## src/rtl/arcino_wb_pkg.sv

```systemverilog
// Shared types and helpers for the arcino register-file writeback slice.
// Optional forwarding is enabled by defining ARCINO_WB_FWD_EN.
package arcino_wb_pkg;

  typedef logic [4:0] reg_addr_t;

  typedef enum logic [1:0] {
    WB_NONE = 2'd0,
    WB_ALU  = 2'd1,
    WB_LSU  = 2'd2
  } wb_src_e;

  // RV32E only has 16 registers, so address bit 4 is ignored there.
  function automatic reg_addr_t addr_mask(input bit rv32e, input reg_addr_t addr);
    return rv32e ? {1'b0, addr[3:0]} : addr;
  endfunction

endpackage

```

## src/rtl/arcino_rf_writeback_if.sv

```systemverilog
// ALU and LSU result channels into the writeback stage (valid/ready handshakes).
// Used by arcino_rf_writeback; ARCINO_WB_FWD_EN does not change this interface.
interface arcino_rf_writeback_if #(
  parameter int DataWidth = 32
);
  import arcino_wb_pkg::*;

  logic                 alu_valid_i;
  logic                 alu_ready_o;
  reg_addr_t            alu_rd_i;
  logic [DataWidth-1:0] alu_wdata_i;
  logic                 lsu_valid_i;
  logic                 lsu_ready_o;
  reg_addr_t            lsu_rd_i;
  logic [DataWidth-1:0] lsu_rdata_i;

  modport master (
    output alu_valid_i, alu_rd_i, alu_wdata_i,
    output lsu_valid_i, lsu_rd_i, lsu_rdata_i,
    input  alu_ready_o, lsu_ready_o
  );

  modport slave (
    input  alu_valid_i, alu_rd_i, alu_wdata_i,
    input  lsu_valid_i, lsu_rd_i, lsu_rdata_i,
    output alu_ready_o, lsu_ready_o
  );
endinterface

```

## src/rtl/arcino_wb_scoreboard.sv

```systemverilog
// Pending-load scoreboard: one bit per register, set on load issue, cleared on
// load writeback, with a sticky protocol error and three busy lookups.
module arcino_wb_scoreboard #(
  parameter int NUM_WORDS = 32,
  parameter int AW        = $clog2(NUM_WORDS)
) (
  input  logic          clk_i,
  input  logic          rst_i,
  input  logic          set_i,
  input  logic [AW-1:0] set_addr_i,
  input  logic          clr_i,
  input  logic [AW-1:0] clr_addr_i,
  input  logic [AW-1:0] look_a_i,
  input  logic [AW-1:0] look_b_i,
  input  logic [AW-1:0] look_c_i,
  output logic          busy_a_o,
  output logic          busy_b_o,
  output logic          busy_c_o,
  output logic          err_o
);

  logic [NUM_WORDS-1:0] sb_q, sb_d;
  logic                 set_dup, clr_idle;

  // Clear first so a same-cycle set of the same register wins.
  always_comb begin
    sb_d = sb_q;
    if (clr_i) sb_d[clr_addr_i] = 1'b0;
    if (set_i && set_addr_i != '0) sb_d[set_addr_i] = 1'b1;
    sb_d[0] = 1'b0;
  end

  assign set_dup  = set_i && set_addr_i != '0 && sb_q[set_addr_i] &&
                    !(clr_i && clr_addr_i == set_addr_i);
  assign clr_idle = clr_i && clr_addr_i != '0 && !sb_q[clr_addr_i];

  always_ff @(posedge clk_i) begin
    if (rst_i) begin
      sb_q  <= '0;
      err_o <= 1'b0;
    end else begin
      sb_q  <= sb_d;
      err_o <= err_o | set_dup | clr_idle;
    end
  end

  assign busy_a_o = sb_q[look_a_i];
  assign busy_b_o = sb_q[look_b_i];
  assign busy_c_o = sb_q[look_c_i];

endmodule

```

## src/rtl/arcino_rf_writeback.sv

```systemverilog
// Register-file write-side master: LSU-priority arbitration onto the single RF
// write port plus load scoreboard hazards. ARCINO_WB_FWD_EN adds write-port forwarding.
module arcino_rf_writeback
  import arcino_wb_pkg::*;
#(
  parameter bit RV32E     = 1'b0,
  parameter int DataWidth = 32
) (
  input  logic                 clk_i,
  input  logic                 rst_i,
  arcino_rf_writeback_if.slave wb,
  input  logic                 ld_issue_i,
  input  reg_addr_t            ld_issue_rd_i,
  input  reg_addr_t            raddr_a_i,
  input  reg_addr_t            raddr_b_i,
  output logic                 hazard_a_o,
  output logic                 hazard_b_o,
  output reg_addr_t            rf_waddr_o,
  output logic [DataWidth-1:0] rf_wdata_o,
  output logic                 rf_we_o,
  output logic                 sb_err_o
`ifdef ARCINO_WB_FWD_EN
  ,
  output logic                 fwd_valid_a_o,
  output logic                 fwd_valid_b_o,
  output logic [DataWidth-1:0] fwd_data_a_o,
  output logic [DataWidth-1:0] fwd_data_b_o
`endif
);

  localparam int  NUM_WORDS = RV32E ? 16 : 32;
  localparam int  AW        = RV32E ? 4 : 5;
`ifdef ARCINO_WB_FWD_EN
  localparam bit  FWD       = 1'b1;
`else
  localparam bit  FWD       = 1'b0;
`endif

  reg_addr_t alu_rd_m, lsu_rd_m, ld_rd_m, ra_m, rb_m;
  logic      lsu_acc, alu_acc, alu_busy, clr_hit;
  logic      busy_a, busy_b;
  wb_src_e   src;

  assign alu_rd_m = addr_mask(RV32E, wb.alu_rd_i);
  assign lsu_rd_m = addr_mask(RV32E, wb.lsu_rd_i);
  assign ld_rd_m  = addr_mask(RV32E, ld_issue_rd_i);
  assign ra_m     = addr_mask(RV32E, raddr_a_i);
  assign rb_m     = addr_mask(RV32E, raddr_b_i);

  // LSU always wins; ALU also waits while its rd has a load in flight (WAW).
  assign wb.lsu_ready_o = !rst_i;
  assign lsu_acc        = wb.lsu_valid_i && wb.lsu_ready_o;
  assign clr_hit        = lsu_acc && lsu_rd_m == alu_rd_m;
  assign wb.alu_ready_o = !rst_i && !wb.lsu_valid_i && !(alu_busy && !clr_hit);
  assign alu_acc        = wb.alu_valid_i && wb.alu_ready_o;

  always_comb begin
    src = WB_NONE;
    if (lsu_acc)      src = WB_LSU;
    else if (alu_acc) src = WB_ALU;
  end

  arcino_wb_scoreboard #(.NUM_WORDS(NUM_WORDS)) u_sb (
    .clk_i      (clk_i),
    .rst_i      (rst_i),
    .set_i      (ld_issue_i),
    .set_addr_i (ld_rd_m[AW-1:0]),
    .clr_i      (lsu_acc),
    .clr_addr_i (lsu_rd_m[AW-1:0]),
    .look_a_i   (ra_m[AW-1:0]),
    .look_b_i   (rb_m[AW-1:0]),
    .look_c_i   (alu_rd_m[AW-1:0]),
    .busy_a_o   (busy_a),
    .busy_b_o   (busy_b),
    .busy_c_o   (alu_busy),
    .err_o      (sb_err_o)
  );

  // Writes to x0 are consumed without touching the write port.
  always_ff @(posedge clk_i) begin
    if (rst_i) begin
      rf_we_o    <= 1'b0;
      rf_waddr_o <= '0;
      rf_wdata_o <= '0;
    end else begin
      rf_we_o <= 1'b0;
      case (src)
        WB_LSU: if (lsu_rd_m != '0) begin
          rf_we_o    <= 1'b1;
          rf_waddr_o <= lsu_rd_m;
          rf_wdata_o <= wb.lsu_rdata_i;
        end
        WB_ALU: if (alu_rd_m != '0) begin
          rf_we_o    <= 1'b1;
          rf_waddr_o <= alu_rd_m;
          rf_wdata_o <= wb.alu_wdata_i;
        end
        default: ;
      endcase
    end
  end

  // A write sitting on the port is not yet readable from the RF.
  assign hazard_a_o = ra_m != '0 &&
                      (busy_a || (!FWD && rf_we_o && rf_waddr_o == ra_m));
  assign hazard_b_o = rb_m != '0 &&
                      (busy_b || (!FWD && rf_we_o && rf_waddr_o == rb_m));

`ifdef ARCINO_WB_FWD_EN
  assign fwd_valid_a_o = rf_we_o && rf_waddr_o == ra_m && ra_m != '0;
  assign fwd_valid_b_o = rf_we_o && rf_waddr_o == rb_m && rb_m != '0;
  assign fwd_data_a_o  = fwd_valid_a_o ? rf_wdata_o : '0;
  assign fwd_data_b_o  = fwd_valid_b_o ? rf_wdata_o : '0;
`endif

endmodule

```

## src/flat_wrapper.sv

```systemverilog
// flat-port wrapper written by rule: the top's interface ports become plain ports
module arcino_rf_writeback_flat import arcino_wb_pkg::*;
#(
  parameter bit RV32E     = 1'b0,
  parameter int DataWidth = 32
)
  (clk_i, rst_i, ld_issue_i, ld_issue_rd_i, raddr_a_i, raddr_b_i, hazard_a_o, hazard_b_o, rf_waddr_o, rf_wdata_o, rf_we_o, sb_err_o, wb_alu_valid_i, wb_alu_rd_i, wb_alu_wdata_i, wb_lsu_valid_i, wb_lsu_rd_i, wb_lsu_rdata_i, wb_alu_ready_o, wb_lsu_ready_o);
  arcino_rf_writeback_if #(.DataWidth(DataWidth)) wb_i ();
  input  logic clk_i;
  input  logic rst_i;
  input  logic ld_issue_i;
  input  reg_addr_t ld_issue_rd_i;
  input  reg_addr_t raddr_a_i;
  input  reg_addr_t raddr_b_i;
  output logic hazard_a_o;
  output logic hazard_b_o;
  output reg_addr_t rf_waddr_o;
  output logic [DataWidth-1:0] rf_wdata_o;
  output logic rf_we_o;
  output logic sb_err_o;
  input wire logic [$bits(wb_i.alu_valid_i)-1:0] wb_alu_valid_i;
  input wire logic [$bits(wb_i.alu_rd_i)-1:0] wb_alu_rd_i;
  input wire logic [$bits(wb_i.alu_wdata_i)-1:0] wb_alu_wdata_i;
  input wire logic [$bits(wb_i.lsu_valid_i)-1:0] wb_lsu_valid_i;
  input wire logic [$bits(wb_i.lsu_rd_i)-1:0] wb_lsu_rd_i;
  input wire logic [$bits(wb_i.lsu_rdata_i)-1:0] wb_lsu_rdata_i;
  output wire logic [$bits(wb_i.alu_ready_o)-1:0] wb_alu_ready_o;
  output wire logic [$bits(wb_i.lsu_ready_o)-1:0] wb_lsu_ready_o;
  assign wb_i.alu_valid_i = wb_alu_valid_i;
  assign wb_i.alu_rd_i = wb_alu_rd_i;
  assign wb_i.alu_wdata_i = wb_alu_wdata_i;
  assign wb_i.lsu_valid_i = wb_lsu_valid_i;
  assign wb_i.lsu_rd_i = wb_lsu_rd_i;
  assign wb_i.lsu_rdata_i = wb_lsu_rdata_i;
  assign wb_alu_ready_o = wb_i.alu_ready_o;
  assign wb_lsu_ready_o = wb_i.lsu_ready_o;
  arcino_rf_writeback #(.RV32E(RV32E), .DataWidth(DataWidth)) u_core (.clk_i(clk_i), .rst_i(rst_i), .wb(wb_i), .ld_issue_i(ld_issue_i), .ld_issue_rd_i(ld_issue_rd_i), .raddr_a_i(raddr_a_i), .raddr_b_i(raddr_b_i), .hazard_a_o(hazard_a_o), .hazard_b_o(hazard_b_o), .rf_waddr_o(rf_waddr_o), .rf_wdata_o(rf_wdata_o), .rf_we_o(rf_we_o), .sb_err_o(sb_err_o));
endmodule
```

## config.mk

```make
export PLATFORM = sky130hd
export DESIGN_NAME = arcino_rf_writeback_flat
export DESIGN_NICKNAME = d
export VERILOG_FILES = /design/src/rtl/arcino_wb_pkg.sv /design/src/rtl/arcino_rf_writeback_if.sv /design/src/rtl/arcino_wb_scoreboard.sv /design/src/rtl/arcino_rf_writeback.sv /design/src/flat_wrapper.sv
export SDC_FILE = /design/constraint.sdc
export NUM_CORES = 1
export LEC_CHECK = 0
export ABC_AREA = 1
export BUFFER_PORTS_ARGS = -buffer_cell sky130_fd_sc_hd__buf_4
export CAP_MARGIN = 20
export CORE_UTILIZATION = 58
export CTS_CLUSTER_DIAMETER = 60
export DETAILED_ROUTE_END_ITERATION = 10
export PLACE_DENSITY = 0.9
export SKIP_LAST_GASP = 1
export SLEW_MARGIN = 10
export SYNTH_ARGS = -nofsm -noshare
export SYNTH_HDL_FRONTEND = slang
export SYNTH_SLANG_ARGS = --single-unit
```

## constraint.sdc

```tcl
create_clock -name clk_i -period 2.2 [get_ports clk_i]
set_input_delay 0.22 -clock clk_i [delete_from_list [all_inputs] [get_ports clk_i]]
set_output_delay 0.22 -clock clk_i [all_outputs]
set_load 0.02 [all_outputs]
```

==> impl_metrics.json, run 1 <==
{
  "r2r_cells": 12,
  "drive_above_1_share_pct": 18.8,
  "io_pins": 137,
  "yosysMostFrequentCell": "nand2_1",
  "cts_buffers": 9,
  "max_freq_ghz": 0.491,
  "synth-main-ff-cell": "dfxtp_1",
  "gp_congestion": 1.02,
  "fillers": 726,
  "grt_overflow_total": 0,
  "setup_violations": 0,
  "placed_area_um2": 6280,
  "async_flop_share_pct": 0,
  "die_h_um": 96.3,
  "clock_path_buffers": 2,
  "synth_edf_count": 0,
  "critical_path_class": "reg2out",
  "die-area_um2": 9270,
  "layout_min_cycle_time_ns": 2.04,
  "ys_types": 27,
  "track_usage_pct": 38.5,
  "r2r_setup_slack_ns": 0.20,
  "crit_top_cell": "nand2_1",
  "path_cells": "inv_1 > buf_4 > a21oi_1 > o21ai_0 > nand3_1 > nand3_1 > nand2_1 > nand2_1 > nand2_1 > o22ai_1 > inv_1 > buf_4",
  "insertion_delay_ns": 0.36,
  "synth_warnings": 0,
  "seq_area_frac_synth_pct": 27.2,
  "status": "completed",
  "io_buffer_count": 136,
  "hold_slack_ns": 0.159,
  "yosys_register_bits": 70,
  "crit_path_start_kind": "flip-flop",
  "critPathMaxStageDelay_ns": 0.35,
  "postRouteAntennaNets": 0,
  "vdd_drop_max_mv": 0.383,
  "cts-root-buf": "clkbuf_8",
  "rr_startpoint": "u_core.u_sb.sb_q[10]",
  "hp-start": "wb_lsu_rdata_i[18]",
  "hold_viol_final": 0,
  "p_leak_nw": 3.16,
  "slowest_stage": "dfxtp_2",
  "synth_area_leaders": "dfxtp_1, nand2_1, nand3_1",
  "rows": 34,
  "grt_max_degree": 40,
  "drt_iter0_drc": 629,
  "arrival_ns": 1.82,
  "endpoint_kind": "primary output",
  "vias": 6651,
  "drt-pass1-iter-count": 7,
  "initial_utilization_pct": 59.4,
  "clock_skew_ns": 0.0134,
  "syn_nets": 981,
  "synth_area_um2": 5150,
  "finalSetupTns_ns": 0,
  "avgViaCountPerCell": 5.89,
  "worst_hold_path_type": "in2reg",
  "clkTransAtPathRegs_ns": 0.08,
  "syn_area_per_cell_um2": 5.81,
  "min_period_over_period_pct": 92.6,
  "grt_antenna_before_repair": 0,
  "holdPathStages": 5,
  "min_to": "u_core.rf_wdata_o[18]",
  "nets": 1111,
  "fin_total_pwr_w": 0.00352,
  "max-slew-margin-rel_pct": 48.2,
  "wl_um": 18100,
  "power_density_nw_per_um2": 541,
  "grt_pass1_wl_um": 27200,
  "clkSinkCount": 70,
  "synth.top_cell.area_share_pct": 27.2,
  "grt_pass1_vias": 5443,
  "drc": 0,
  "reg2reg_to": "u_core.rf_waddr_o[2]",
  "max_cap_violations": 0,
  "post_drt_wl_per_cell_um": 16.0,
  "rsz0062_at_grt": "false",
  "htree_levels": 3,
  "required_ns": 1.98,
  "hpwl_um": 13200,
  "critPathMaxFanout": 3,
  "core_area_um2": 8680,
  "area_growth_pct": 26.1,
  "finalInstanceArea_um2": 6500,
  "tightest_slew_ns": 0.775,
  "synth_top_cell_by_area": "dfxtp_1",
  "synth_commonest_cells": "nand2_1, inv_1, nand3_1",
  "post_cts_buffers": 0,
  "antennaDiodeCount": 0,
  "finalMaxSlewViolations": 0,
  "cts_tree": "built",
  "die_x_um": 96.3,
  "syn_inst": 887
}
[placed cells by master (no fill, tap or decap), drive strengths merged, types with 10 or more instances in the layout]
cell type and n:
nor3 19, nor2 90, clkbuf 10, inv 113, o22ai 14, nand4 42, o21ai 77, nand2 225
a22oi 12, a21oi 66, dfxtp 70, nand3 96, buf 169
[worst max-delay path: cells and delay by family (launching register included)]
family	cells	cell delay, ns
DFF	1	0.35
AOI/OAI and AO/OA	3	0.27
buffers and inverters	4	0.44
and+or+nand+nor	5	0.40
[stage by stage]
step           worst slack, ns  util (%)  cells
2_1_floorplan            0.242         -    887
3_3_place_gp             0.140      72.3   1114
3_5_place_dp             0.128      72.3   1114
4_1_cts                  0.147      74.9   1129
5_1_grt               0.000558      74.9   1129
6_report                 0.163      74.9   1129
[power breakdown]
group	leakage [nW]	switching [W]	internal, W	total [W]
Clock	0.113	0.000504	0.000667	0.00117
Sequential	0.574	0.0000476	0.00134	0.00138
Combinational	2.47	0.000578	0.000386	0.000965
[worst max-delay path by stage]
| stage | startpoint | end | slack (ns) | cells past startpoint |
|---|---|---|---|---|
| global placement | wb_alu_rd_i[0] | u_core.rf_wdata_o[15] | 0.14 | 14 |
| detailed placement | wb_alu_rd_i[0] | u_core.rf_wdata_o[12] | 0.13 | 13 |
| global route | u_core.u_sb.sb_q[23] | hazard_b_o | 0.0006 | 12 |
| CTS | u_core.u_sb.sb_q[10] | u_core.rf_wdata_o[12] | 0.15 | 12 |
| floorplan | rst_i | wb_alu_ready_o | 0.24 | 5 |
| finish | u_core.u_sb.sb_q[23] | hazard_b_o | 0.16 | 12 |
[repair_timing]
action	in CTS	in global routing
gates resized for setup	0	3
endpoints found under the setup margin	0	38
hold buffers	0	0
[metal layers]
metal	routed length (um)	track usage, %	part of all wire (%)
met1	7260	53.0	40
met2	8000	58.1	44
met3	2370	9.64	13
met4	445	13.1	2.5
met5	0	0	0
[cells by family after synthesis]
group,count (synthesis),synth area share (%)
and+or+nand+nor,472,39.5
AOI/OAI and AO/OA,181,19.3
buffers and inverters,162,13.7
DFF,70,27.2
xor gates and xnor gates,2,0.340
[state kept, by name, summed over array words and instances, names as in the netlist]
register,count
u_core.rf_we_o,1
u_core.u_sb.sb_q,31
u_core.rf_wdata_o,32
u_core.u_sb.err_o,1
u_core.rf_waddr_o,5
[layout make-up]
| class | instances | area (um2) | share of cell area, % |
|---|---|---|---|
| multi-input combinational | 655 | 3050 | 46.9 |
| sequential | 70 | 1400 | 21.6 |
| timing repair buffer | 169 | 1270 | 19.5 |
| inverter | 112 | 423 | 6.51 |
| clock buffer | 10 | 138 | 2.12 |
| tap | 108 | 135 | 2.08 |
| clock inverter | 5 | 82.6 | 1.27 |
(Power assumes the default switching activity.)
==> run 2, diff against run 1 <==
CORE_UTILIZATION = 49   (was 58)
PLACE_DENSITY = 0.81   (was 0.9)
clock period = 1.81 ns   (was 2.2 ns; I/O delays follow)
==> run 2 against run 1 <==
Sequential power is 22% higher; the run now ends with setup timing left; critical path depth stayed put; cell count is 7.1% higher; setup slack worse by 0.26 ns; non-clock buffer count is 51 higher; sequential cell count stayed put; clock skew hardly changed; total power is 24% higher; via count is 5.1% higher.
==> impl_metrics.json, run 2 (same netlist as run 1, synthesis figures left out) <==
{
  "use_met3_pct": 5.61,
  "layoutNonFillerInstCount": 1209,
  "dp.cells": 1186,
  "rr_startpoint": "u_core.u_sb.sb_q[23]",
  "grt_overflow_total": 0,
  "power_density_nw_per_um2": 601,
  "r2r_cells": 15,
  "slowest_stage": "dfxtp_2",
  "vias": 6993,
  "use_met1_pct": 46.1,
  "min_to": "u_core.rf_wdata_o[29]",
  "finalMaxSlewViolations": 0,
  "clkTransAtPathRegs_ns": 0.08,
  "grt_pass1_vias": 6249,
  "rsz0062_at_grt": "true",
  "vdd_drop_max_mv": 0.394,
  "worst_slack_ns": -0.0935,
  "die-area_um2": 10900,
  "critPathMaxStageDelay_ns": 0.35,
  "track_usage_pct": 34.6,
  "grt_pass1_wl_um": 30400,
  "crit_path_start_kind": "flip-flop",
  "grt_max_degree": 40,
  "critical_path_class": "reg2out",
  "clkSinkCount": 70,
  "clock_skew_ns": 0.0131,
  "initial_utilization_pct": 50.1,
  "max-slew-margin-rel_pct": 67.6,
  "drive_above_1_share_pct": 30.3,
  "use_met2_pct": 53.5,
  "grt_antenna_before_repair": 0,
  "max_cap_violations": 0,
  "avgViaCountPerCell": 5.78,
  "drc": 0,
  "final_common_cell": "buf_4",
  "min_period_over_period_pct": 105,
  "critical-path-top-delay-family": "simple AND/OR/NAND/NOR gates",
  "largest_register": "u_core.rf_wdata_o",
  "io_buffer_count": 136,
  "setup_violations": 9,
  "required_ns": 1.63,
  "die_h_um": 105,
  "gp_congestion": 0.993,
  "hpwl_um": 13800,
  "hold_viol_final": 0,
  "crit_top_cell": "nand2_1",
  "largest_reg_flops": 32,
  "dp_slack_ns": -0.0853,
  "gr-max-usage-layer": "met2",
  "tightest_slew_ns": 0.484,
  "reg2reg_to": "u_core.rf_wdata_o[11]",
  "finalSetupTns_ns": -0.325,
  "fillers": 907,
  "layout_min_cycle_time_ns": 1.90,
  "nets": 1162,
  "arrival_ns": 1.72,
  "hold_slack_ns": 0.107,
  "post_drt_wl_per_cell_um": 16.4,
  "io_pins": 137,
  "r2r_setup_slack_ns": -0.04,
  "clock_path_buffers": 2,
  "insertion_delay_ns": 0.37,
  "cts-root-buf": "clkbuf_8",
  "cp_num_buf_inv": 4,
  "hp-start": "wb_lsu_rdata_i[29]",
  "critPathMaxFanout": 3,
  "rows": 37,
  "cts_buffers": 9,
  "holdPathStages": 5,
  "worst_hold_path_type": "in2reg",
  "drt-pass1-iter-count": 6,
  "hold_buffers": 0,
  "antennaDiodeCount": 0,
  "final_cell_mix": "buf_4, nand2_1, inv_1, nand3_1, nor2_1",
  "cts_tree": "built",
  "htree_levels": 3,
  "wl_um": 19900,
  "failed_checks": "setup timing",
  "status": "finished, violations left",
  "core_area_um2": 10300,
  "die_x_um": 105,
  "drt_iter0_drc": 822,
  "path_cells": "inv_2 > buf_6 > a21oi_1 > o21ai_1 > nand3_1 > nand3_1 > nand2_1 > nand2_1 > nand2_1 > o22ai_2 > inv_1 > buf_6",
  "max_freq_ghz": 0.525,
  "area_growth_pct": 41.5,
  "postRouteAntennaNets": 0,
  "endpoint_kind": "primary output",
  "p_leak_nw": 3.50,
  "top_regs": "u_core.rf_wdata_o (32), u_core.u_sb.sb_q (31), u_core.rf_waddr_o (5)"
}
==> run 2: changes by cell type in the layout (fill, tap and decap cells not counted), sizes merged <==
cell	change
clkinvlp	+1
buf	+49
clkbuf	+2
bufinv	-1
clkinv	+1
==> run 2: layout make-up <==
class | instances | area, um2 | share of cell area (%)
Clock inverter | 6 | 68.8 | 0.943
Inverter | 112 | 425 | 5.83
Sequential cell | 70 | 1420 | 19.4
Clock buffer | 10 | 138 | 1.89
Tap cell | 136 | 170 | 2.33
Timing Repair Buffer | 220 | 1800 | 24.7
Multi-Input combinational cell | 655 | 3270 | 44.9
==> run 2: worst max-delay path by stage <==
stage,endpoint,cells after the start,start
2_1_floorplan,wb_alu_ready_o,5,rst_i
3_3_place_gp,u_core.rf_wdata_o[0],13,wb_alu_rd_i[0]
3_5_place_dp,u_core.rf_wdata_o[11],14,wb_alu_rd_i[0]
4_1_cts,hazard_a_o,12,u_core.u_sb.sb_q[30]
5_1_grt,hazard_b_o,12,u_core.u_sb.sb_q[30]
6_report,hazard_b_o,12,u_core.u_sb.sb_q[30]
==> run 2: tightest hold or removal path: cells and delay by family <==
family                 cells  cell delay [ns]
AND/OR/NAND/NOR            4             0.17
buffers and inverters      1             0.08
==> run 2: stage by stage <==
step	area [um2]	util (%)	total power (W)
floorplan	5150	-	0.00241
global placement	6710	65.2	0.00294
detailed placement	6710	65.2	0.00295
CTS	6980	67.9	0.00428
global route	7290	71.0	0.00458
finish	7290	71.0	0.00438
==> run 2: timing repair <==
item	CTS	global route
setup buffers	1	3
pin swaps	9	55
gates resized for setup	44	82
setup endpoints to repair	40	40
cloned	0	3
hold endpoints to repair	0	0
==> run 2: per-layer routing <==
metal  wire, um  vias up  part of all wire, %
met5          0        -                    0
met4        886        0                  4.5
met3       2380       99                   12
met2       8860      504                   45
met1       7740     3076                   39
li1           -     3314                    -
==> run 2: where the power goes <==
part | internal, W | total, W | switching, W
Clock | 0.000681 | 0.00133 | 0.000653
Sequential | 0.00162 | 0.00168 | 0.0000562
Combinational | 0.000579 | 0.00137 | 0.000788
Total | 0.00288 | 0.00438 | 0.00150
==> run 3, diff against run 2 <==
CORE_ASPECT_RATIO = 1.75   (was not set)
CORE_UTILIZATION = 25   (was 49)
PLACE_DENSITY = 0.48   (was 0.81)
REMOVE_ABC_BUFFERS = 1   (was not set)
==> run 3 against run 2 <==
The flow still finishes with violations (setup timing); total power rose by 18%; core utilization down 33 points; sequential share of layout area is 0.95 points lower; critical endpoint is now hazard_a_o; largest power group is now the clock network; highest routed layer unchanged.
==> impl_metrics.json, run 3 (same netlist as run 1, synthesis figures left out) <==
{
  "status": "finished, violations left",
  "failed_checks": "setup timing",
  "grt_overflow_total": 0,
  "power_density_nw_per_um2": 666,
  "endpoint_kind": "primary output",
  "setup_violations": 2,
  "clkSinkCount": 70,
  "postLayoutCoreUtil_pct": 38.1,
  "critical_path_class": "reg2out",
  "avgViaCountPerCell": 4.99,
  "die-area_um2": 21200,
  "dp_slack_ns": -0.0431,
  "rr_startpoint": "u_core.u_sb.sb_q[26]",
  "cts_tree": "built",
  "clock_path_buffers": 2,
  "max_cap_violations": 0,
  "required_ns": 1.63,
  "grt_pass1_wl_um": 36100,
  "critical-path-top-delay-family": "buffers and inverters",
  "rows": 69,
  "finalInstanceArea_um2": 7730,
  "post_drt_wl_per_cell_um": 17.7,
  "top_regs": "u_core.rf_wdata_o (32), u_core.u_sb.sb_q (31), u_core.rf_waddr_o (5)",
  "drc": 0,
  "gp_congestion": 1.03,
  "io_buffer_count": 136,
  "grt_max_degree": 33,
  "critPathMaxStageDelay_ns": 0.34,
  "final_cell_mix": "nand2_1, buf_4, inv_1, nand3_1, nor2_1",
  "hold_viol_final": 0,
  "wl_um": 23700,
  "hpwl_um": 18200,
  "drt-pass1-iter-count": 7,
  "worst_slack_ns": -0.0777,
  "critPathMaxFanout": 2,
  "vdd_drop_max_mv": 0.428,
  "slowest_stage": "dfxtp_2",
  "initial_utilization_pct": 25.4,
  "vias": 6698,
  "clock_skew_ns": 0.00988,
  "drive_above_1_share_pct": 30.6,
  "htree_levels": 3,
  "rsz0062_at_grt": "true",
  "die_h_um": 192,
  "grt_antenna_before_repair": 0,
  "path_cells": "inv_1 > buf_4 > a21oi_1 > o21ai_0 > nand3_1 > nand3_1 > nand2_1 > nand2_1 > o21ai_1 > o22ai_1 > inv_1 > buf_6",
  "largest_reg_flops": 32,
  "crit_path_start_kind": "flip-flop",
  "antennaDiodeCount": 0,
  "insertion_delay_ns": 0.35,
  "worst_hold_path_type": "in2reg",
  "placed_area_um2": 7000,
  "setup.worst_path.start": "u_core.u_sb.sb_q[29]",
  "clkTransAtPathRegs_ns": 0.07,
  "finalMaxSlewViolations": 0,
  "max_freq_ghz": 0.530,
  "layout_min_cycle_time_ns": 1.89,
  "cp_num_buf_inv": 4,
  "max-slew-margin-rel_pct": 52.4,
  "core_area_um2": 20300,
  "die_x_um": 111,
  "finalSetupTns_ns": -0.134,
  "arrival_ns": 1.71,
  "track_usage_pct": 22.1,
  "drt_iter0_drc": 277,
  "cts-root-buf": "clkbuf_16",
  "cts_buffers": 9,
  "area_growth_pct": 50.0,
  "grt_pass1_vias": 6653,
  "hp-start": "wb_lsu_rdata_i[31]",
  "largest_register": "u_core.rf_wdata_o",
  "min_period_over_period_pct": 104,
  "final_common_cell": "nand2_1",
  "tightest_slew_ns": 0.712,
  "io_pins": 137,
  "postRouteAntennaNets": 0,
  "p_leak_nw": 3.66,
  "nets": 1183
}
## run 3: tightest hold or removal path, cell delays in order
cell and delay (ns):
buf_4 0.07, nand2_1 0.04, nand2_1 0.05, nor2_1 0.04
nor2_1 0.06
## run 3: path summary, 6_finish.rpt
check,endpoint,slack [ns],depth (start not counted)
setup reg to reg,u_core.rf_wdata_o[16],0.06,14
setup / recovery,hazard_a_o,-0.08,12
hold / removal,u_core.rf_wdata_o[31],0.13,5
hold reg to reg,u_core.u_sb.sb_q[15],0.49,2
## run 3: layer usage
metal / global-route usage (%) / share of wire [%] / up-vias
met5: 0 / 0 / -
met3: 4.04 / 4.4 / 71
met1: 21.7 / 36 / 3039
met2: 41.7 / 53 / 232
met4: 14.8 / 6.7 / 0
li1: - / - / 3356
## run 3: layout make-up
class	count	area, um2
clock buffer	10	239
clock inverter	6	93.8
fill	2207	12600
inverter	112	433
multi-input combinational	655	3230
sequential	70	1430
tap	248	310
timing repair buffer	241	2000
## run 3: power by group
part	switching, W	internal (W)	total [W]
sequential	0.0000555	0.00162	0.00168
clock	0.000771	0.00126	0.00203
combinational	0.000818	0.000625	0.00144
total	0.00164	0.00350	0.00515
## run 3: stage by stage
| stage | cells | hold slack [ns] | total power (W) |
|---|---|---|---|
| after global placement | 1314 | 0.480 | 0.00305 |
| after global routing | 1342 | 0.143 | 0.00542 |
| after CTS | 1336 | 0.124 | 0.00510 |
| final | 1342 | 0.128 | 0.00515 |
| after floorplan | 837 | 0.250 | 0.00232 |
| after detailed placement | 1314 | 0.485 | 0.00305 |
## run 3: repair_timing
item,CTS,global route
setup buffers,7,3
endpoints found under the setup margin,15,39
resized for setup,44,76
pin swaps,9,22
gates cloned,0,3
hold buffers,0,0
